<file path="config.mk">
export PLATFORM = sky130hd
export DESIGN_NAME = id_hazard_ctrl
export DESIGN_NICKNAME = d
export VERILOG_FILES = /design/src/rtl/id_hazard_ctrl.sv
export SDC_FILE = /design/constraint.sdc
export NUM_CORES = 1
export LEC_CHECK = 0
export CAP_MARGIN = 5
export CORE_MARGIN = 2
export CORE_UTILIZATION = 50
export DETAILED_ROUTE_END_ITERATION = 16
export DONT_BUFFER_PORTS = 1
export PLACE_DENSITY = 0.77
export SYNTH_ARGS = -nofsm -noshare
export SYNTH_HDL_FRONTEND = slang
export SYNTH_SLANG_ARGS = --single-unit
export TNS_END_PERCENT = 20
</file>
<file path="constraint.sdc">
create_clock -name p_clk -period 3.8 [get_ports p_clk]
set_input_delay 0.76 -clock p_clk [delete_from_list [all_inputs] [get_ports p_clk]]
set_output_delay 0.76 -clock p_clk [all_outputs]
set_load 0.02 [all_outputs]
</file>
<file path="src/rtl/id_hazard_ctrl.sv">
// Decode-stage interlock controller: load-use scoreboard, redirect flush sequencing, stall watchdog.
// Optional stall-cycle performance counter is built when HAZ_PERF_EN is defined.
module id_hazard_ctrl #(
  parameter int ADDR_W    = 5,
  parameter int NUM_REGS  = 32,
  parameter int LOAD_LAT  = 1,
  parameter int FLUSH_CYC = 1,
  parameter int STALL_MAX = 15
) (
  input  logic                p_clk,
  input  logic                p_reset,
  input  logic                p_id_valid,
  input  logic [ADDR_W-1:0]   p_id_rs,
  input  logic                p_id_rs_used,
  input  logic [ADDR_W-1:0]   p_id_rt,
  input  logic                p_id_rt_used,
  input  logic [ADDR_W-1:0]   p_id_dest,
  input  logic                p_id_is_load,
  input  logic                p_ex_redirect,
  input  logic                p_wb_we,
  input  logic [ADDR_W-1:0]   p_wb_addr,
  output logic                p_stall,
  output logic                p_bubble,
  output logic                p_flush,
  output logic                p_issue,
  output logic [NUM_REGS-1:0] p_busy_mask,
  output logic                p_err,
  output logic [31:0]         p_stall_cnt
);

  localparam int WD_W = $clog2(STALL_MAX + 1);

  typedef enum logic {ST_RUN, ST_FLUSH} state_t;

  state_t              state, state_nxt;
  logic [2:0]          fcnt, fcnt_nxt;
  logic [2:0]          cnt [NUM_REGS];
  logic [NUM_REGS-1:0] pending;
  logic                flushing;
  logic                hazard;
  logic [WD_W-1:0]     run_cnt;

  always_comb begin
    pending = '0;
    for (int r = 1; r < NUM_REGS; r++) pending[r] = (cnt[r] != 3'd0);
  end

  assign flushing = (state == ST_FLUSH);
  assign hazard   = p_id_valid & ((p_id_rs_used & pending[p_id_rs]) |
                                  (p_id_rt_used & pending[p_id_rt]));

  // Handshake: ID offers an instruction with p_id_valid and it transfers in exactly the
  // cycles where p_issue=1; otherwise ID holds it (stall) or it is discarded (flush/redirect).
  assign p_stall     = hazard & ~flushing & ~p_ex_redirect;
  assign p_bubble    = p_stall | flushing | p_ex_redirect;
  assign p_issue     = p_id_valid & ~p_bubble;
  assign p_flush     = flushing;
  assign p_busy_mask = pending;

  always_ff @(posedge p_clk) begin
    if (p_reset) begin
      for (int r = 0; r < NUM_REGS; r++) cnt[r] <= 3'd0;
    end else begin
      for (int r = 0; r < NUM_REGS; r++) begin
        if (r != 0 && p_issue && p_id_is_load && p_id_dest == ADDR_W'(r))
          cnt[r] <= 3'(LOAD_LAT);
        else if (p_wb_we && p_wb_addr == ADDR_W'(r))
          cnt[r] <= 3'd0;
        else if (cnt[r] != 3'd0)
          cnt[r] <= cnt[r] - 3'd1;
      end
    end
  end

  always_ff @(posedge p_clk) begin
    if (p_reset) begin
      state <= ST_RUN;
      fcnt  <= 3'd0;
    end else begin
      state <= state_nxt;
      fcnt  <= fcnt_nxt;
    end
  end

  always_comb begin
    state_nxt = state;
    fcnt_nxt  = fcnt;
    case (state)
      ST_RUN: begin
        if (p_ex_redirect) begin
          state_nxt = ST_FLUSH;
          fcnt_nxt  = 3'(FLUSH_CYC);
        end
      end
      ST_FLUSH: begin
        if (p_ex_redirect) begin
          fcnt_nxt = 3'(FLUSH_CYC);
        end else if (fcnt <= 3'd1) begin
          state_nxt = ST_RUN;
          fcnt_nxt  = 3'd0;
        end else begin
          fcnt_nxt = fcnt - 3'd1;
        end
      end
      default: begin
        state_nxt = ST_RUN;
        fcnt_nxt  = 3'd0;
      end
    endcase
  end

  // run_cnt holds the stalls before this cycle, so the STALL_MAX-th stall sets p_err.
  always_ff @(posedge p_clk) begin
    if (p_reset) begin
      run_cnt <= '0;
      p_err   <= 1'b0;
    end else if (p_stall) begin
      if (run_cnt >= WD_W'(STALL_MAX - 1)) p_err <= 1'b1;
      if (run_cnt != WD_W'(STALL_MAX)) run_cnt <= run_cnt + 1'b1;
    end else begin
      run_cnt <= '0;
    end
  end

`ifdef HAZ_PERF_EN
  logic [31:0] stall_cnt_q;

  always_ff @(posedge p_clk) begin
    if (p_reset)
      stall_cnt_q <= 32'd0;
    else if (p_stall && stall_cnt_q != 32'hFFFF_FFFF)
      stall_cnt_q <= stall_cnt_q + 32'd1;
  end

  assign p_stall_cnt = stall_cnt_q;
`else
  assign p_stall_cnt = 32'd0;
`endif

endmodule

</file>
==> flow_summary.ini, run 1 <==
[outcome]
outcome = completed

[yosys]
synth_seq_area_share_pct = 38.12
synth_seq_cells = 102
yosys_most_used_dff = edfxtp_1
synth_edf_count = 93
async_reset_ff_share_pct = 0
synth.avg_cell_area_sq_um = 9.522
synth_cell_type_count = 57
ys_warn_count = 0
synthesis.area_sq_um = 7799
synthCells = 819

[clock_tree]
cts_buffers = 9
clockBufferDepth = 2
path_clk_slew_ns = 0.07
cts.sinks = 102
cts_tree = built
clk_latency_ns = 0.36
root_buffer = clkbuf_16
htreeDepth = 3

[floorplan]
core_sq_um = 15200
rows = 45
dieWidth_um = 128.9
top_level_ports = 97
dieArea_sq_um = 16610
fp.dieH_um = 128.9
start_util_pct = 51.30

[grt]
grt_usage_pct = 23.65
grt_pass1_vias = 5865
grt-ovfl-total = 0
grt_pass1_wl_mm = 30.07
grt_max_degree = 45
antenna_found_initial = 0

[timing]
fin_skew_ns = 0.008590
hold_ws_ns = 0.4739
slew_headroom_pct = 44.99
worst_pin_slew_ns = 0.8235
max_freq_ghz = 0.2671
setup_viol = 0
timing.final.hold_violations = 0
period_share_pct = 98.51
rsz0062_at_grt = yes
slew_violations = 0
period_minus_slack_ns = 3.743

[placed_design]
dp_hpwl_mm = 14.41
routabilityCongestion = 0.9163
dp.cells = 1005
portBuffers = 0

[worst_setup_path]
path_max_fanout = 44
crit-reg2reg-launch = cnt[0][3]$_SDFFCE_PN0P_
ff2ff_setup_slack_ns = 0.25
required_ns = 3.04
reg2reg_depth = 11
critPathArrivalTime_ns = 2.98
worst_setup_path_end_kind = primary output
cp-start-kind = flip-flop
crit_type = reg2out
r2r_end = cnt[0][39]$_SDFFCE_PN0P_

[power_and_ir_drop]
p_leak_nw = 3.308
ir_drop_mv = 0.3060
power_density_nw_per_um2 = 741.1
switching_share_pct = 39.57
power.share.clock_pct = 16.2
power.switching_w = 0.002476
pwr-share-seq_pct = 32.6
pwr-share-comb_pct = 51.2
intPower_w = 0.003780

[worst_hold_path]
hold_depth = 1
hold_start = p_ex_redirect
hold_path_class = in2reg
holdPathEnd = fcnt[2]$_SDFFE_PP0P_

[drt]
ant_nets = 0
via_count = 6123
first_iter_violations = 564
wirelength_mm = 19.25
drc_errors = 0
dr.pass1.iters = 5
routed_via_density = 5.979
detail_route.wl_per_cell_um = 18.80

[final_layout]
layoutNonFillerInstCount = 1024
post-route-util_pct = 55.52
syn_to_final_growth_pct = 8.230
diodes = 0
layout-drive-gt1-share_pct = 11.72
fin_nets = 924

[job]
max_cap_viol_count = 0
-- stage by stage --
step           setup TNS (ns)  total power [W]  cell area (sq um)  setup slack (ns)
6_report                    0         0.006256               8441           0.05666
3_3_place_gp                0         0.005060               8030            0.3272
2_1_floorplan               0         0.004306               7919            0.3399
4_1_cts                     0         0.006218               8386          0.002884
5_1_grt              -0.05583         0.006718               8441          -0.05583
3_5_place_dp                0         0.005161               8030            0.2294
-- Yosys cell counts, types with 3 or more instances --
master | n | share of area, %
a211oi_1 | 36 | 3.5
a21oi_1 | 46 | 3.0
and2_1 | 7 | 0.56
and3_1 | 3 | 0.24
buf_2 | 7 | 0.45
buf_4 | 35 | 3.4
buf_6 | 6 | 0.87
clkbuf_1 | 24 | 1.2
dfxtp_1 | 9 | 2.3
edfxtp_1 | 93 | 36
ha_1 | 65 | 10
inv_1 | 92 | 4.4
mux2_2 | 10 | 1.4
mux2i_1 | 9 | 1.2
mux4_2 | 7 | 2.0
nand2_1 | 54 | 2.6
nand2b_1 | 30 | 2.4
nand3_1 | 8 | 0.51
nand3b_1 | 7 | 0.67
nor2_1 | 66 | 3.2
nor2b_1 | 34 | 2.7
nor3_1 | 12 | 0.77
nor3b_1 | 5 | 0.48
o21ai_0 | 32 | 2.1
o311a_1 | 22 | 2.8
o311ai_0 | 10 | 1.1
o311ai_1 | 8 | 0.90
o31ai_1 | 13 | 1.3
o32ai_1 | 16 | 1.8
xnor2_1 | 17 | 1.9
-- timing repair --
| item | CTS | global route |
|---|---|---|
| pin swaps | 2 | 2 |
| setup buffers | 1 | 2 |
| gates resized for setup | 7 | 14 |
| hold buffers | 0 | 0 |
| setup endpoints to repair | 1 | 5 |
-- state kept, by name (all words and copies together) (netlist names) --
register / count
fcnt: 3
p_err: 1
p_flush: 1
run_cnt: 4
cnt: 93
-- power groups by stage --
stage	sequential, W	combinational [W]	clock [W]
finish	0.00204	0.00320	0.00101
CTS	0.00204	0.00316	0.00103
detailed placement	0.00205	0.00311	0
global placement	0.00203	0.00303	0
floorplan	0.00200	0.00230	0
global route	0.00209	0.00356	0.00107
-- layer usage --
| layer | wire length [um] | vias to the layer above | global-route usage [%] |
|---|---|---|---|
| met2 | 8958 | 266 | 37.78 |
| met3 | 2138 | 35 | 8.025 |
| met5 | 0 | - | 0 |
| met4 | 539 | 0 | 10.55 |
| li1 | - | 2934 | - |
| met1 | 7611 | 2888 | 29.15 |
-- cell families after synthesis --
kind of cell | after synthesis | synth area share (%)
AOI/OAI and AO/OA | 202 | 18.69
muxes | 26 | 4.621
DFF | 102 | 38.12
and+or+nand+nor | 239 | 15.71
adders and majority gates | 65 | 10.43
xor gates and xnor gates | 18 | 2.021
buffers and inverters | 166 | 10.36
other | 1 | 0.04808
-- placed cells by master (no fill, tap or decap), types with 3 or more instances in the layout --
| cell | count |
|---|---|
| o311ai_0 | 9 |
| nor2b_2 | 7 |
| a211oi_1 | 36 |
| and3_1 | 3 |
| conb_1 | 33 |
| xnor2_1 | 17 |
| nor2_1 | 66 |
| nand2b_4 | 3 |
| mux2_2 | 10 |
| nand3_1 | 7 |
| buf_4 | 39 |
| nand2_1 | 54 |
| a21oi_1 | 46 |
| edfxtp_1 | 93 |
| o311ai_1 | 9 |
| nor2b_1 | 26 |
| mux4_2 | 7 |
| o32ai_1 | 16 |
| o31ai_1 | 13 |
| nand2b_1 | 29 |
| mux2i_1 | 9 |
| buf_12 | 3 |
| ha_1 | 63 |
| nor3_1 | 12 |
| dfxtp_1 | 9 |
| clkbuf_16 | 12 |
| nor3b_1 | 5 |
| o21ai_0 | 32 |
| inv_2 | 4 |
| o311a_1 | 22 |
| nand3b_1 | 7 |
| inv_1 | 88 |
| and2_1 | 7 |
-- worst max-delay path by stage --
stage | to | from | depth (start not counted) | slack [ns]
detailed placement | cnt[1][22]$_SDFFCE_PP0P_ | cnt[0][15]$_SDFFCE_PN0P_ | 10 | 0.23
global placement | cnt[1][12]$_SDFFCE_PP0P_ | p_id_rt[2] | 8 | 0.33
floorplan | p_bubble | p_id_rs[0] | 8 | 0.34
finish | p_issue | cnt[0][3]$_SDFFCE_PN0P_ | 10 | 0.06
CTS | p_issue | cnt[0][15]$_SDFFCE_PN0P_ | 10 | 0.003
global route | p_issue | cnt[0][3]$_SDFFCE_PN0P_ | 10 | -0.06
-- layout make-up --
type,instances,area [sq um]
fillers,1334,6761
clock buffers,16,335.3
inverters,93,354.1
repair buffers,42,352.8
flip-flops and latches,102,2973
multi-input cells,583,4190
well taps,188,235.2
-- critical path, stage by stage (launching register included) --
cell and delay (ns):
edfxtp_1 0.40, inv_1 0.10, ha_2 0.20, nand2b_4 0.11, mux2_2 0.28, a32oi_1 0.18, or4b_1 0.47, a311oi_2 0.35
nand3_2 0.18, buf_12 0.21, inv_6 0.11
Note: power is estimated with default switching activity, not from simulation.
==> run 2: changes to the inputs <==
Settings changed: DONT_BUFFER_PORTS 1 to not set, PLACE_DENSITY 0.77 to 0.85.
==> run 2 against run 1 <==
  * Clock power hardly changed
  * Sequential share of layout area fell by 3.6 points
  * Final area grew 11%
  * Clock-buffer cell count fell by 6
  * Sequential cell count did not move
  * Combinational power grew 19%
  * Utilization increased by 6.3 points
  * Critical path type is now in2out
  * Critical endpoint unchanged
  * Largest cell class unchanged
  * Highest routed layer unchanged
==> flow_summary.ini, run 2 (same netlist as run 1, synthesis figures left out) <==
[worst_hold_path]
hold_path_class = reg2reg
hold_start = p_err$_SDFFE_PP0P_
hold_depth = 1
holdPathEnd = p_err$_SDFFE_PP0P_

[clock_tree]
htreeDepth = 3
cts_hold_buf = 0
cts_buffers = 9
path_clk_slew_ns = 0.06
clockBufferDepth = 2
clk_latency_ns = 0.36
cts.sinks = 102
root_buffer = clkbuf_16
cts_tree = built

[drt]
via_count = 6807
drc_errors = 0
first_iter_violations = 773
ant_nets = 0
routed_via_density = 6.019
detail_route.wl_per_cell_um = 18.34
dr.pass1.iters = 6
wirelength_mm = 20.74

[timing]
fin_skew_ns = 0.008779
worst_pin_slew_ns = 0.9427
hold_ws_ns = 0.5016
period_minus_slack_ns = 3.726
max_freq_ghz = 0.2684
period_share_pct = 98.05
slew_headroom_pct = 37.16
setup_viol = 0
timing.final.hold_violations = 0
slew_violations = 0

[grt]
grt_max_degree = 48
grt_pass1_wl_mm = 31.74
grt_usage_pct = 24.57
grt_pass1_vias = 6401
grt-ovfl-total = 0
antenna_found_initial = 0

[final_layout]
reg.largest.list = cnt: 93 flops, run_cnt: 4 flops, fcnt: 3 flops
ff_latch_area_sq_um = 2973
syn_to_final_growth_pct = 20.57
final_cell_mix = edfxtp_1 (93), inv_1 (92), buf_4 (81), nor2_1 (66), ha_1 (65)
fin_nets = 1030
mostFrequentLayoutCell = edfxtp_1
layoutNonFillerInstCount = 1131
multiInputGateArea_sq_um = 4225
layout-drive-gt1-share_pct = 14.97
largest_reg_flops = 93
post-route-util_pct = 61.85
regMostFlops = cnt
fillers = 1191

[worst_setup_path]
r2r_end = cnt[0][33]$_SDFFCE_PN0P_
worst_setup_path_end_kind = primary output
cp-start-kind = primary input
reg2reg_depth = 13
required_ns = 3.04
critPathArrivalTime_ns = 2.97
crit-reg2reg-launch = cnt[0][24]$_SDFFCE_PN0P_
crit_type = in2out
path_max_fanout = 6
ff2ff_setup_slack_ns = 0.14

[floorplan]
top_level_ports = 97
dieWidth_um = 128.9
core_sq_um = 15200
start_util_pct = 51.30
dieArea_sq_um = 16610
fp.dieH_um = 128.9
rows = 45

[power_and_ir_drop]
p_leak_nw = 3.801
ir_drop_mv = 0.3656
power_density_nw_per_um2 = 727.2

[placed_design]
routabilityCongestion = 0.8851
dp.cells = 1110
portBuffers = 63
dp_hpwl_mm = 15.23

[job]
max_cap_viol_count = 0

[outcome]
outcome = completed
## run 2: how the worst max path moves through the flow
stage,depth (start not counted),slack (ns),startpoint,end
2_1_floorplan,8,0.34,p_id_rs[0],p_bubble
6_report,9,0.07,p_id_rt[3],p_issue
3_5_place_dp,10,-0.66,p_id_rt[2],cnt[0][35]$_SDFFCE_PN0P_
3_3_place_gp,8,-0.55,p_id_rt[2],p_issue
4_1_cts,12,0.003,p_id_rs[0],cnt[0][19]$_SDFFCE_PN0P_
5_1_grt,11,-0.04,cnt[0][24]$_SDFFCE_PN0P_,p_issue
## run 2: final cells by class
cell class	count	share of cell area, %
antenna	1	0.02661
clock buffer	10	2.435
clock inverter	6	0.8117
inverter	93	3.713
multi-input combinational	583	44.94
sequential	102	31.62
tap	188	2.502
timing repair buffer	148	13.96
## run 2: metal layers
metal | GRT usage (%) | routed length [um]
met1 | 31.82 | 7975
met2 | 39.93 | 9803
met3 | 4.574 | 2139
met4 | 11.57 | 818
met5 | 0 | 0
## run 2: metrics by stage
stage	TNS [ns]	power [W]	cell area (sq um)	worst slack (ns)
after global placement	-37.42	0.005581	8951	-0.5489
after CTS	0	0.006753	9299	0.002804
final	0	0.006838	9403	0.07396
after global routing	-0.1496	0.007259	9400	-0.03774
after detailed placement	-44.58	0.005715	8951	-0.6550
after floorplan	0	0.004306	7919	0.3399
## run 2: worst max-delay path, stage by stage
cell,delay [ns]
clkdlybuf4s50_1,0.62
nor2_1,0.08
a32oi_1,0.21
or4b_4,0.51
a311oi_4,0.27
buf_4,0.18
nand3_4,0.11
inv_2,0.08
buf_4,0.13
## run 2: report_power, final
group          switching (W)  total, W  internal (W)
combinational        0.00204   0.00381       0.00177
sequential          0.000202   0.00205       0.00185
clock               0.000413  0.000982      0.000570
total                0.00265   0.00684       0.00418
## run 2: timing repair
item | CTS | global route
setup buffers | 2 | 0
setup endpoints to repair | 62 | 66
cloned | 0 | 2
pin swaps | 2 | 3
resized for setup | 20 | 22
